`src/rtl/lamp_pkg.sv`:
```
// Shared encodings for the lamp sequencer: pattern modes, lamp index limits
// and the sequencer FSM states.
package lamp_pkg;

  localparam logic [1:0] MODE_UP     = 2'd0;
  localparam logic [1:0] MODE_DOWN   = 2'd1;
  localparam logic [1:0] MODE_BOUNCE = 2'd2;

  localparam logic [3:0] NUM_OFF = 4'd0;
  localparam logic [3:0] NUM_MIN = 4'd1;
  localparam logic [3:0] NUM_MAX = 4'd7;

  typedef enum logic [1:0] {
    ST_IDLE,
    ST_RUN,
    ST_DONE
  } seq_state_t;

endpackage

```
`src/rtl/lamp_sequencer_if.sv`:
```
// Control/status bundle between the user-control logic (master) and the
// lamp sequencer (slave).
interface lamp_sequencer_if;

  logic       start;
  logic       stop;
  logic [1:0] mode;
  logic [3:0] laps;
  logic [3:0] num;
  logic       busy;
  logic       step;
  logic       done;

  modport master (
    output start, stop, mode, laps,
    input  num, busy, step, done
  );

  modport slave (
    input  start, stop, mode, laps,
    output num, busy, step, done
  );

endinterface

```
`src/rtl/step_timer.sv`:
```
// Reloadable down-counter: ticks for one cycle every STEP_CYCLES cycles while
// clear is low, and sits at its reload value while clear is high.
module step_timer #(
  parameter int STEP_CYCLES = 25_000_000
) (
  input  logic clk,
  input  logic rst_n,
  input  logic clear,
  output logic tick
);

  localparam int W = $clog2(STEP_CYCLES);
  localparam logic [W-1:0] RELOAD = W'(STEP_CYCLES - 1);

  logic [W-1:0] cnt;

  always_ff @(posedge clk or negedge rst_n) begin
    if (!rst_n) begin
      cnt <= RELOAD;
    end else if (clear || cnt == '0) begin
      cnt <= RELOAD;
    end else begin
      cnt <= cnt - W'(1);
    end
  end

  assign tick = !clear && (cnt == '0);

endmodule

```
`src/rtl/lamp_sequencer.sv`:
```
// Lamp pattern sequencer: runs chase up / chase down / bounce for a latched
// number of laps (or forever) and presents the lit lamp index on num.
module lamp_sequencer #(
  parameter int STEP_CYCLES = 25_000_000
) (
  input logic             clk,
  input logic             rst_n,
  lamp_sequencer_if.slave bus
);

  import lamp_pkg::*;

  seq_state_t state, state_n;
  logic [3:0] pos, pos_n;
  logic       dir_down, dir_down_n;
  logic [3:0] lap_cnt, lap_n;
  logic [1:0] mode_r, mode_n;
  logic [3:0] laps_r, laps_n;
  logic       step_r, step_n;

  logic [3:0] adv_pos;
  logic       adv_dir_down;
  logic       boundary;
  logic [3:0] lap_inc;
  logic       tick;

  step_timer #(.STEP_CYCLES(STEP_CYCLES)) u_timer (
    .clk   (clk),
    .rst_n (rst_n),
    .clear (state != ST_RUN),
    .tick  (tick)
  );

  always_ff @(posedge clk or negedge rst_n) begin
    if (!rst_n) begin
      state    <= ST_IDLE;
      pos      <= NUM_OFF;
      dir_down <= 1'b0;
      lap_cnt  <= 4'd0;
      mode_r   <= MODE_UP;
      laps_r   <= 4'd0;
      step_r   <= 1'b0;
    end else begin
      state    <= state_n;
      pos      <= pos_n;
      dir_down <= dir_down_n;
      lap_cnt  <= lap_n;
      mode_r   <= mode_n;
      laps_r   <= laps_n;
      step_r   <= step_n;
    end
  end

  // Candidate next position and whether that advance closes a lap.
  always_comb begin
    adv_pos      = pos;
    adv_dir_down = dir_down;
    boundary     = 1'b0;
    case (mode_r)
      MODE_DOWN: begin
        boundary = (pos == NUM_MIN);
        adv_pos  = boundary ? NUM_MAX : pos - 4'd1;
      end
      MODE_BOUNCE: begin
        if (dir_down) begin
          adv_pos      = pos - 4'd1;
          boundary     = (pos == NUM_MIN + 4'd1);
          adv_dir_down = (pos != NUM_MIN + 4'd1);
        end else begin
          adv_pos      = pos + 4'd1;
          adv_dir_down = (pos == NUM_MAX - 4'd1);
        end
      end
      default: begin
        boundary = (pos == NUM_MAX);
        adv_pos  = boundary ? NUM_MIN : pos + 4'd1;
      end
    endcase
  end

  always_comb begin
    state_n    = state;
    pos_n      = pos;
    dir_down_n = dir_down;
    lap_n      = lap_cnt;
    mode_n     = mode_r;
    laps_n     = laps_r;
    step_n     = 1'b0;
    lap_inc    = lap_cnt + 4'd1;
    case (state)
      ST_IDLE: begin
        pos_n = NUM_OFF;
        if (bus.start && !bus.stop) begin
          state_n    = ST_RUN;
          mode_n     = bus.mode;
          laps_n     = bus.laps;
          lap_n      = 4'd0;
          dir_down_n = 1'b0;
          pos_n      = (bus.mode == MODE_DOWN) ? NUM_MAX : NUM_MIN;
        end
      end
      ST_RUN: begin
        if (bus.stop) begin
          state_n = ST_IDLE;
          pos_n   = NUM_OFF;
        end else if (tick) begin
          if (boundary && laps_r != 4'd0 && lap_inc == laps_r) begin
            state_n = ST_DONE;
            pos_n   = NUM_OFF;
          end else begin
            pos_n      = adv_pos;
            dir_down_n = adv_dir_down;
            step_n     = 1'b1;
            if (boundary && laps_r != 4'd0) begin
              lap_n = lap_inc;
            end
          end
        end
      end
      default: begin
        state_n = ST_IDLE;
        pos_n   = NUM_OFF;
      end
    endcase
  end

  assign bus.num  = pos;
  assign bus.busy = (state == ST_RUN);
  assign bus.done = (state == ST_DONE);
  assign bus.step = step_r;

endmodule

```
`src/flat_wrapper.sv`:
```
// flat-port wrapper written by rule: the top's interface ports become plain ports
module lamp_sequencer_flat import lamp_pkg::*;
#(
  parameter int STEP_CYCLES = 25_000_000
)
  (clk, rst_n, bus_start, bus_stop, bus_mode, bus_laps, bus_num, bus_busy, bus_step, bus_done);
  lamp_sequencer_if bus_i ();
  input logic clk;
  input logic rst_n;
  input wire logic [$bits(bus_i.start)-1:0] bus_start;
  input wire logic [$bits(bus_i.stop)-1:0] bus_stop;
  input wire logic [$bits(bus_i.mode)-1:0] bus_mode;
  input wire logic [$bits(bus_i.laps)-1:0] bus_laps;
  output wire logic [$bits(bus_i.num)-1:0] bus_num;
  output wire logic [$bits(bus_i.busy)-1:0] bus_busy;
  output wire logic [$bits(bus_i.step)-1:0] bus_step;
  output wire logic [$bits(bus_i.done)-1:0] bus_done;
  assign bus_i.start = bus_start;
  assign bus_i.stop = bus_stop;
  assign bus_i.mode = bus_mode;
  assign bus_i.laps = bus_laps;
  assign bus_num = bus_i.num;
  assign bus_busy = bus_i.busy;
  assign bus_step = bus_i.step;
  assign bus_done = bus_i.done;
  lamp_sequencer #(.STEP_CYCLES(STEP_CYCLES)) u_core (.clk(clk), .rst_n(rst_n), .bus(bus_i));
endmodule
```
`config.mk`:
```
export PLATFORM = sky130hd
export DESIGN_NAME = lamp_sequencer_flat
export DESIGN_NICKNAME = d
export VERILOG_FILES = /design/src/rtl/lamp_pkg.sv /design/src/rtl/lamp_sequencer_if.sv /design/src/rtl/step_timer.sv /design/src/rtl/lamp_sequencer.sv /design/src/flat_wrapper.sv
export SDC_FILE = /design/constraint.sdc
export NUM_CORES = 1
export LEC_CHECK = 0
export ABC_AREA = 1
export CORE_ASPECT_RATIO = 1.25
export CORE_UTILIZATION = 45
export CTS_BUF_LIST = sky130_fd_sc_hd__clkbuf_8
export DETAILED_ROUTE_END_ITERATION = 16
export REMOVE_ABC_BUFFERS = 1
export SLEW_MARGIN = 5
export SYNTH_ARGS = -nofsm -noshare
export SYNTH_HDL_FRONTEND = slang
export SYNTH_SLANG_ARGS = --single-unit
export TNS_END_PERCENT = 1
```
`constraint.sdc`:
```
create_clock -name clk -period 2.31 [get_ports clk]
set_input_delay 0.231 -clock clk [delete_from_list [all_inputs] [get_ports clk]]
set_output_delay 0.231 -clock clk [all_outputs]
set_load 0.01 [all_outputs]
```
==> Word-level counts from Yosys, hierarchy flattened <==
Cells that the tools add are included.
Widths: inputs -> output; s select.
{ "op_classes": {"n_eq_ne": 20, "mux": 35, "addsub": 4, "reduce_logical": 15} }
{ "ops": {"columns": ["op", "count"], "rows": [
  ["$mux 4", 12],
  ["$logic_not 25->1", 1],
  ["$mux 25", 1],
  ["$sub 25x1->25 const B", 1],
  ["$pmux 4 s2", 3],
  ["$reduce_and 6->1", 2],
  ["$mux 1", 11],
  ["$ne 2x1->1 const B", 5],
  ["$add 4x1->4 const B", 2],
  ["$eq 4x3->1 const B", 2],
  ["$mux 2", 4],
  ["$eq 2x1->1 const B", 3],
  ["$ne 3x2->1 const B", 2],
  ["$eq 2x2->1 const B", 2],
  ["$eq 4x1->1 const B", 1],
  ["$eq 4x2->1 const B", 1],
  ["$eq 4x4->1", 1],
  ["$logic_and 1x1->1", 4],
  ["$ne 2x2->1 const B", 2],
  ["$ne 4x2->1 const B", 1],
  ["$pmux 1 s2", 2],
  ["$pmux 2 s2", 1],
  ["$reduce_bool 4->1", 1],
  ["$sub 4x1->4 const B", 1],
  ["7 further kinds", 8]
]} }
{ "totals": {"register_bits": 43, "out_inout_bits": 7} }

==> Depth between registers and ports, before layout <==
Gate-level depths: netlist of run 1.
{ "logic_depth": {"depth_word": 9, "mapped_depth": 13} }

==> By module <==
A second synthesis of run 1 with hierarchy kept.
{ "unflattened": {"hier_cells": 373, "area_unflattened_um2": 2770.2} }
{ "modules_own_cells": {"columns": ["mod", "area_per_inst_um2", "cells_each", "n_inst"], "rows": [
  ["step_timer", 1475.2, 193, 1],
  ["lamp_sequencer", 1295.0, 180, 1]
]} }

==> Worst setup path after synthesis of run 1 <==
No wires, ideal clock.
{ "synth_path": {"path_kind": "reg2reg", "startpoint": "reg u_core.lap_cnt[0]", "endpoint": "reg u_core.pos[0] (netlist: u_core.bus.num[0])", "setup_ns": 0.117, "path_buffers": 0, "stages_incl_launch_ff": 10, "slack_ns": 0.707, "t_required_ns": 2.193, "arrival_time_ns": 1.486, "cell_sequence": "dfrtp_1 -> ha_1 -> xnor2_1 -> nand2_1 -> nor2_2 -> nand3_1 -> nand3_1 -> nand2_1 -> nand2_1 -> nand2_1"} }
{ "synth_via": {"elab_chain_len": 7} }
{ "synth_lines": {"columns": ["element", "line_no", "rtl"], "rows": [
  ["start, declared", "lamp_sequencer.sv:16", "logic [3:0] lap_cnt, lap_n;"],
  ["start signal, assigned", "lamp_sequencer.sv:47", "lap_cnt <= lap_n;"],
  ["$add 4x1->4", "lamp_sequencer.sv:89", "lap_inc = lap_cnt + 4'd1;"],
  ["$eq 4x4->1", "lamp_sequencer.sv:107", "if (boundary && laps_r != 4'd0 && lap_inc == laps_r) begin"],
  ["$logic_and 1x1->1", "lamp_sequencer.sv:107", null],
  ["$mux 4", "lamp_sequencer.sv:107", null],
  ["$mux 4", "lamp_sequencer.sv:106", "end else if (tick) begin"],
  ["$mux 4", "lamp_sequencer.sv:103", "if (bus.stop) begin"],
  ["$pmux 4 s2", "lamp_sequencer.sv:90", "case (state)"],
  ["end signal, assigned", "lamp_sequencer.sv:45", "pos <= pos_n;"],
  ["end, declared", "lamp_sequencer.sv:14", "logic [3:0] pos, pos_n;"]
]} }
No other way between the ends. The select of a mux whose other input is x is not followed.
A chain may end at the register's enable or synchronous reset.

==> Final worst setup path of run 1 <==
{ "layout_path": {"startpoint": "reg u_core.lap_cnt[0]", "endpoint": "reg u_core.state[0]"} }
{ "layout_via": {"elab_chain_len": 5} }
{ "layout_lines": {"columns": ["element", "line_no", "rtl"], "rows": [
  ["$add 4x1->4", "lamp_sequencer.sv:89", null],
  ["$eq 4x4->1", "lamp_sequencer.sv:107", null],
  ["$logic_and 1x1->1", "lamp_sequencer.sv:107", null],
  ["$ne 3x2->1 (no source line)", null, null],
  ["$reduce_and 3->1 (no source line)", null, null],
  ["end signal, assigned", "lamp_sequencer.sv:44", "state <= state_n;"],
  ["end, declared", "lamp_sequencer.sv:13", "seq_state_t state, state_n;"]
]} }
No other way between the ends.

==> results.cfg, run 1 <==
[worst_setup_path]
critPathCaptureType = register
cp-startpoint = u_core.lap_cnt[0]
path_buf_inv = 0
worstPathRequired_ps = 2480
r2r_start = u_core.lap_cnt[0]
slowest_delay_ps = 480
critPathSlowestCell = dfrtp_1
worst-path-max-fanout = 7
path_cells = ha_1, xnor2_1, nand2_1, nor2_2, nand3_1, nand2_1, nand3_1
critical_path_arrival_ps = 2030
critPathLaunchType = register
crit_family = simple AND/OR/NAND/NOR gates
critPathKind = register to register

[clock_network]
post_cts_buffers = 0
cts_repair_resize_count = 0
cts_tree = built
htreeDepth = 2
clk_latency_ps = 300
clock_sinks = 43
clockBufferDepth = 2
cts-root-buf = clkbuf_8
hold_buffers = 0
cts_buffers = 5
clk_transition_reported_paths_ps = 90

[finish]
seqCellArea_mm2 = 0.00110
layout-drive-gt1-share_pct = 16.5
area_growth_pct = 13.5
multiInputGateArea_mm2 = 0.00146
antenna_cells = 0
fin_nets = 412
final.fill_count = 584
final_cells = 476

[global_route]
groute.usage.overall_pct = 20.0
grt_pass1_vias = 2310
grt_max_degree = 40
grt.overflow.total = 0
grt_first_pass_wirelength_um = 10400
antenna_found_initial = 0

[logic_synthesis]
synth.ff_latch_count = 43
yosysWarnings = 0
async_flop_share_pct = 100
syn_area_mm2 = 0.00280
synth-edff-count = 0
yosys-top-cells-area = dfrtp_1 (23%), dfstp_2 (16%), nand2_1 (12%), inv_1 (6.0%), nor2_1 (5.8%)
syn_inst = 371
syn_avg_cell_area_um2 = 7.54
ys_seq_area_share_pct = 39.2
synth_area_leader_cell = dfrtp_1
synth_largest_type_area_fraction_pct = 23.2
ys_top_cells_by_count = nand2_1 (86), inv_1 (45), nor2_1 (43)
synthFlopType = dfrtp_1
yosysUniqueCellTypes = 31
synth_most_common_cell = nand2_1

[routing]
vias_per_cell = 4.91
ant_nets = 0
drt_pass1_iterations = 4
drc = 0
num_vias = 2337
wirelength_um = 5840
avgRoutedWirePerCell_um = 12.3
drt_iter0_markers = 116

[timing]
slew_violations = 0
period_share_pct = 80.4
finClkSkew_ps = 12.7
rsz0062_at_grt = false
relSlewSlack_pct = 41.7
hold_viol = 0
final.setup.tns_ps = 0
tightest_slew_ps = 874
max_freq_ghz = 0.538
setup_viol = 0
min_period_ps = 1860

[floorplan]
fp.dieW_um = 72.5
die_y_um = 90.2
rows = 31
dieArea_mm2 = 0.00654
core-area_mm2 = 0.00590
start_util_pct = 47.5
io_pins = 17

[placed_design]
routabilityCongestion = 0.818
hpwl_um = 4440
dp_cells = 468
portBuffers = 16

[pwr]
power_density_mw_per_mm2 = 1040
p_leak_nw = 1.55
vdd_drop_max_mv = 0.530

[job]
maxCapViolations = 0

[outcome]
status = complete, no violations

[worst_hold_path]
hold_path.class = input port to async pin
## worst paths after layout
path | end | slack (ps) | depth (start not counted)
setup / recovery | u_core.state[0] | 450 | 7
hold / removal | u_core.u_timer.cnt[17] | 30 | 1
setup reg to reg | u_core.state[0] | 450 | 7
hold reg to reg | u_core.u_timer.cnt[0] | 480 | 1
max in group asynchronous | u_core.u_timer.cnt[5] | 1580 | 2
min in group clk | u_core.laps_r[0] | 470 | 3
## final cells by class
type                       count  area share (%)
clock buffer                   5            2.17
clock inverter                 3            2.01
inverter                      57            6.77
multi-input combinational    268            45.9
sequential                    43            34.5
tap                           82            3.23
timing repair buffer          18            5.35
## state kept, by name, indices dropped and copies added (netlist names)
| register | cells |
|---|---|
| u_core.u_timer.cnt | 25 |
| u_core.dir_down | 1 |
| u_core.mode_r | 2 |
| u_core.laps_r | 4 |
| u_core.bus.num | 4 |
| u_core.state | 2 |
| u_core.bus.step | 1 |
| u_core.lap_cnt | 4 |
## where the power goes
part           switching [mW]  internal (mW)  leakage [nW]  total, mW
registers               0.179          0.913         0.526       1.09
clock network           0.271          0.428        0.0695      0.699
logic                   0.956          0.565         0.957       1.52
## layout by cell type (no fill, tap or decap), drive strengths merged
cell type / count
bufinv: 2
clkinv: 2
o21bai: 5
dfrtp: 26
inv: 56
nand4: 15
o21ai: 21
nor2: 58
xor2: 6
o211ai: 2
nand3: 29
o311ai: 1
dfstp: 17
clkbuf: 5
nand3b: 2
a21oi: 15
buf: 3
nor3: 6
xnor2: 4
a211oi: 1
ha: 9
clkdlybuf4s50: 15
nand2: 94
## per-layer routing
metal | GRT usage, % | vias up | wire (um)
met5 | 0 | - | 0
met4 | 6.05 | 0 | 74
met3 | 3.14 | 6 | 124
met2 | 35.0 | 30 | 3030
met1 | 24.7 | 1069 | 2610
li1 | - | 1232 | -
## stage by stage
stage          power (mW)  util (%)  hold WS, ps  area [um2]  worst slack [ps]
2_1_floorplan        2.22         -        -64.6        2770               702
3_3_place_gp         2.61      51.7          400        3050               433
3_5_place_dp         2.63      51.7          413        3050               436
4_1_cts              3.34      53.9         75.5        3180               423
5_1_grt              3.59      53.9          118        3180               292
6_report             3.31      53.9         34.5        3180               453
## kinds of logic (layout without fill, tap and decap cells)
kind of cell               Yosys count  after routing  synth area share (%)
and+or+nand+nor                    204            204                  36.1
buffers and inverters               60             83                  8.63
AOI/OAI and AO/OA                   45             45                  8.90
DFF                                 43             43                  39.2
xor gates and xnor gates            10             10                  3.13
adders and majority gates            9              9                  4.02
No activity file was read; power rests on OpenSTA's default activity.
==> inputs of run 2 (changes only) <==
- PLACE_DENSITY: default -> 0.66
- clock period: 2.31 -> 1.5 ns (I/O delays scaled with it)
==> results.cfg, run 2 (synthesized netlist as in run 1, its figures left out) <==
[outcome]
status = complete, but fails checks
violations = setup timing

[routing]
num_vias = 2623
ant_nets = 0
avgRoutedWirePerCell_um = 12.3
drc = 0
wirelength_um = 6540
vias_per_cell = 4.93
drt_pass1_iterations = 4
drt_iter0_markers = 96

[floorplan]
core-area_mm2 = 0.00590
dieArea_mm2 = 0.00654
fp.dieW_um = 72.5
io_pins = 17
start_util_pct = 47.5
die_y_um = 90.2
rows = 31

[worst_setup_path]
path_cells = buf_4, ha_2, nand3_2, nand3_2, nand2_2, inv_4, nand4_4, nand2_4, o21bai_1, nand2_1
critPathCaptureType = register
path_buf_inv = 2
slowest_delay_ps = 400
critPathSlowestCell = dfrtp_1
critical_path.most_common_cell = nand3_2
critPathLaunchType = register
worstPathRequired_ps = 1680
critical_path_arrival_ps = 1820
critPathKind = register to register
crit_family = simple AND/OR/NAND/NOR gates
worst-path-max-fanout = 6

[finish]
top_register = u_core.u_timer.cnt
final_common_cell = nand2_1
largest_reg_flops = 25
fin_nets = 468
final.fill_count = 565
final_util_pct = 63.8
antenna_cells = 0
layout-drive-gt1-share_pct = 33.8
area_growth_pct = 34.4
layout_common_cells = nand2_1 (79), buf_4 (55), inv_1 (41)

[global_route]
grt_pass1_vias = 2573
grt_first_pass_wirelength_um = 11000
grt_max_degree = 44
groute.usage.overall_pct = 21.1
grt.overflow.total = 0
antenna_found_initial = 0

[timing]
relSlewSlack_pct = 64.2
slew_violations = 0
rsz0062_at_grt = true
setup_viol = 22
max_freq_ghz = 0.611
min_period_ps = 1640
tightest_slew_ps = 537
period_share_pct = 109
hold_viol = 0
setup_ws_ps = -136
finClkSkew_ps = 12.3

[pwr]
p_leak_nw = 1.85
vdd_drop_max_mv = 0.939
power_density_mw_per_mm2 = 1600
total_power_mw = 6.02

[placed_design]
hpwl_um = 5060
portBuffers = 16
routabilityCongestion = 0.885

[clock_network]
htreeDepth = 2
cts-root-buf = clkbuf_8
clk_latency_ps = 290
clk_transition_reported_paths_ps = 80
clockBufferDepth = 2
clock_sinks = 43
cts_buffers = 5
cts_tree = built

[worst_hold_path]
hold_path.class = input port to register

[job]
maxCapViolations = 0
-- run 2: cell types whose count changed in the layout (fill, tap and decap cells not counted), sizes merged --
cell           before  now
inv                56   57
dlygate4sd2         0    5
dlygate4sd3         0    1
clkinv              2    1
buf                 3   58
clkdlybuf4s50      15   10
-- run 2: final timing paths --
path | startpoint | end | slack (ps) | cells past startpoint
setup / recovery | u_core.mode_r[0] | u_core.lap_cnt[0] | -140 | 10
hold / removal | bus_laps[0] | u_core.laps_r[0] | 390 | 3
setup reg to reg | u_core.mode_r[0] | u_core.lap_cnt[0] | -140 | 10
hold reg to reg | u_core.u_timer.cnt[24] | u_core.u_timer.cnt[24] | 500 | 2
max in group asynchronous | rst_n | u_core.bus.num[1] | 640 | 3
min in group asynchronous | rst_n | u_core.u_timer.cnt[8] | 450 | 3
-- run 2: power by group --
part	switching (mW)	total, mW	internal (mW)
sequential	0.249	1.66	1.41
combinational	1.89	3.30	1.41
clock	0.398	1.06	0.659
total	2.54	6.02	3.48
-- run 2: repair_timing --
action                     CTS  global route
pin swaps                    3            17
hold endpoints to repair    26             0
gates resized for setup     25            31
setup buffers                0             3
hold buffers                 1             0
setup endpoints to repair   42            37
-- run 2: per-layer routing --
metal	GRT usage (%)	part of all wire, %
met1	24.4	41
met2	38.6	54
met3	2.69	2.0
met4	7.84	2.4
met5	0	0
-- run 2: tightest hold or removal path: stages --
cell and delay [ps]:
clkdlybuf4s50_1 390, nand2_1 60, nand2_1 50
-- run 2: final cells by class --
type | count | area (um2) | share of cell area (%)
Clock buffer | 5 | 68.8 | 1.83
Clock inverter | 3 | 63.8 | 1.70
Inverter | 57 | 221 | 5.89
Multi-Input combinational cell | 268 | 1610 | 42.8
Sequential cell | 43 | 1100 | 29.3
Tap cell | 82 | 103 | 2.73
Timing Repair Buffer | 74 | 594 | 15.8
-- run 2: per-stage QoR --
step | hold slack, ps | area (um2) | setup TNS, ps | setup WS (ps) | cells
final | 393 | 3760 | -1190 | -136 | 532
after global routing | 420 | 3760 | -3330 | -202 | 532
after CTS | 384 | 3650 | -2250 | -125 | 529
after detailed placement | 259 | 3440 | -4290 | -195 | 520
after global placement | 262 | 3440 | -2950 | -169 | 520
after floorplan | -146 | 2770 | -1220 | -108 | 368
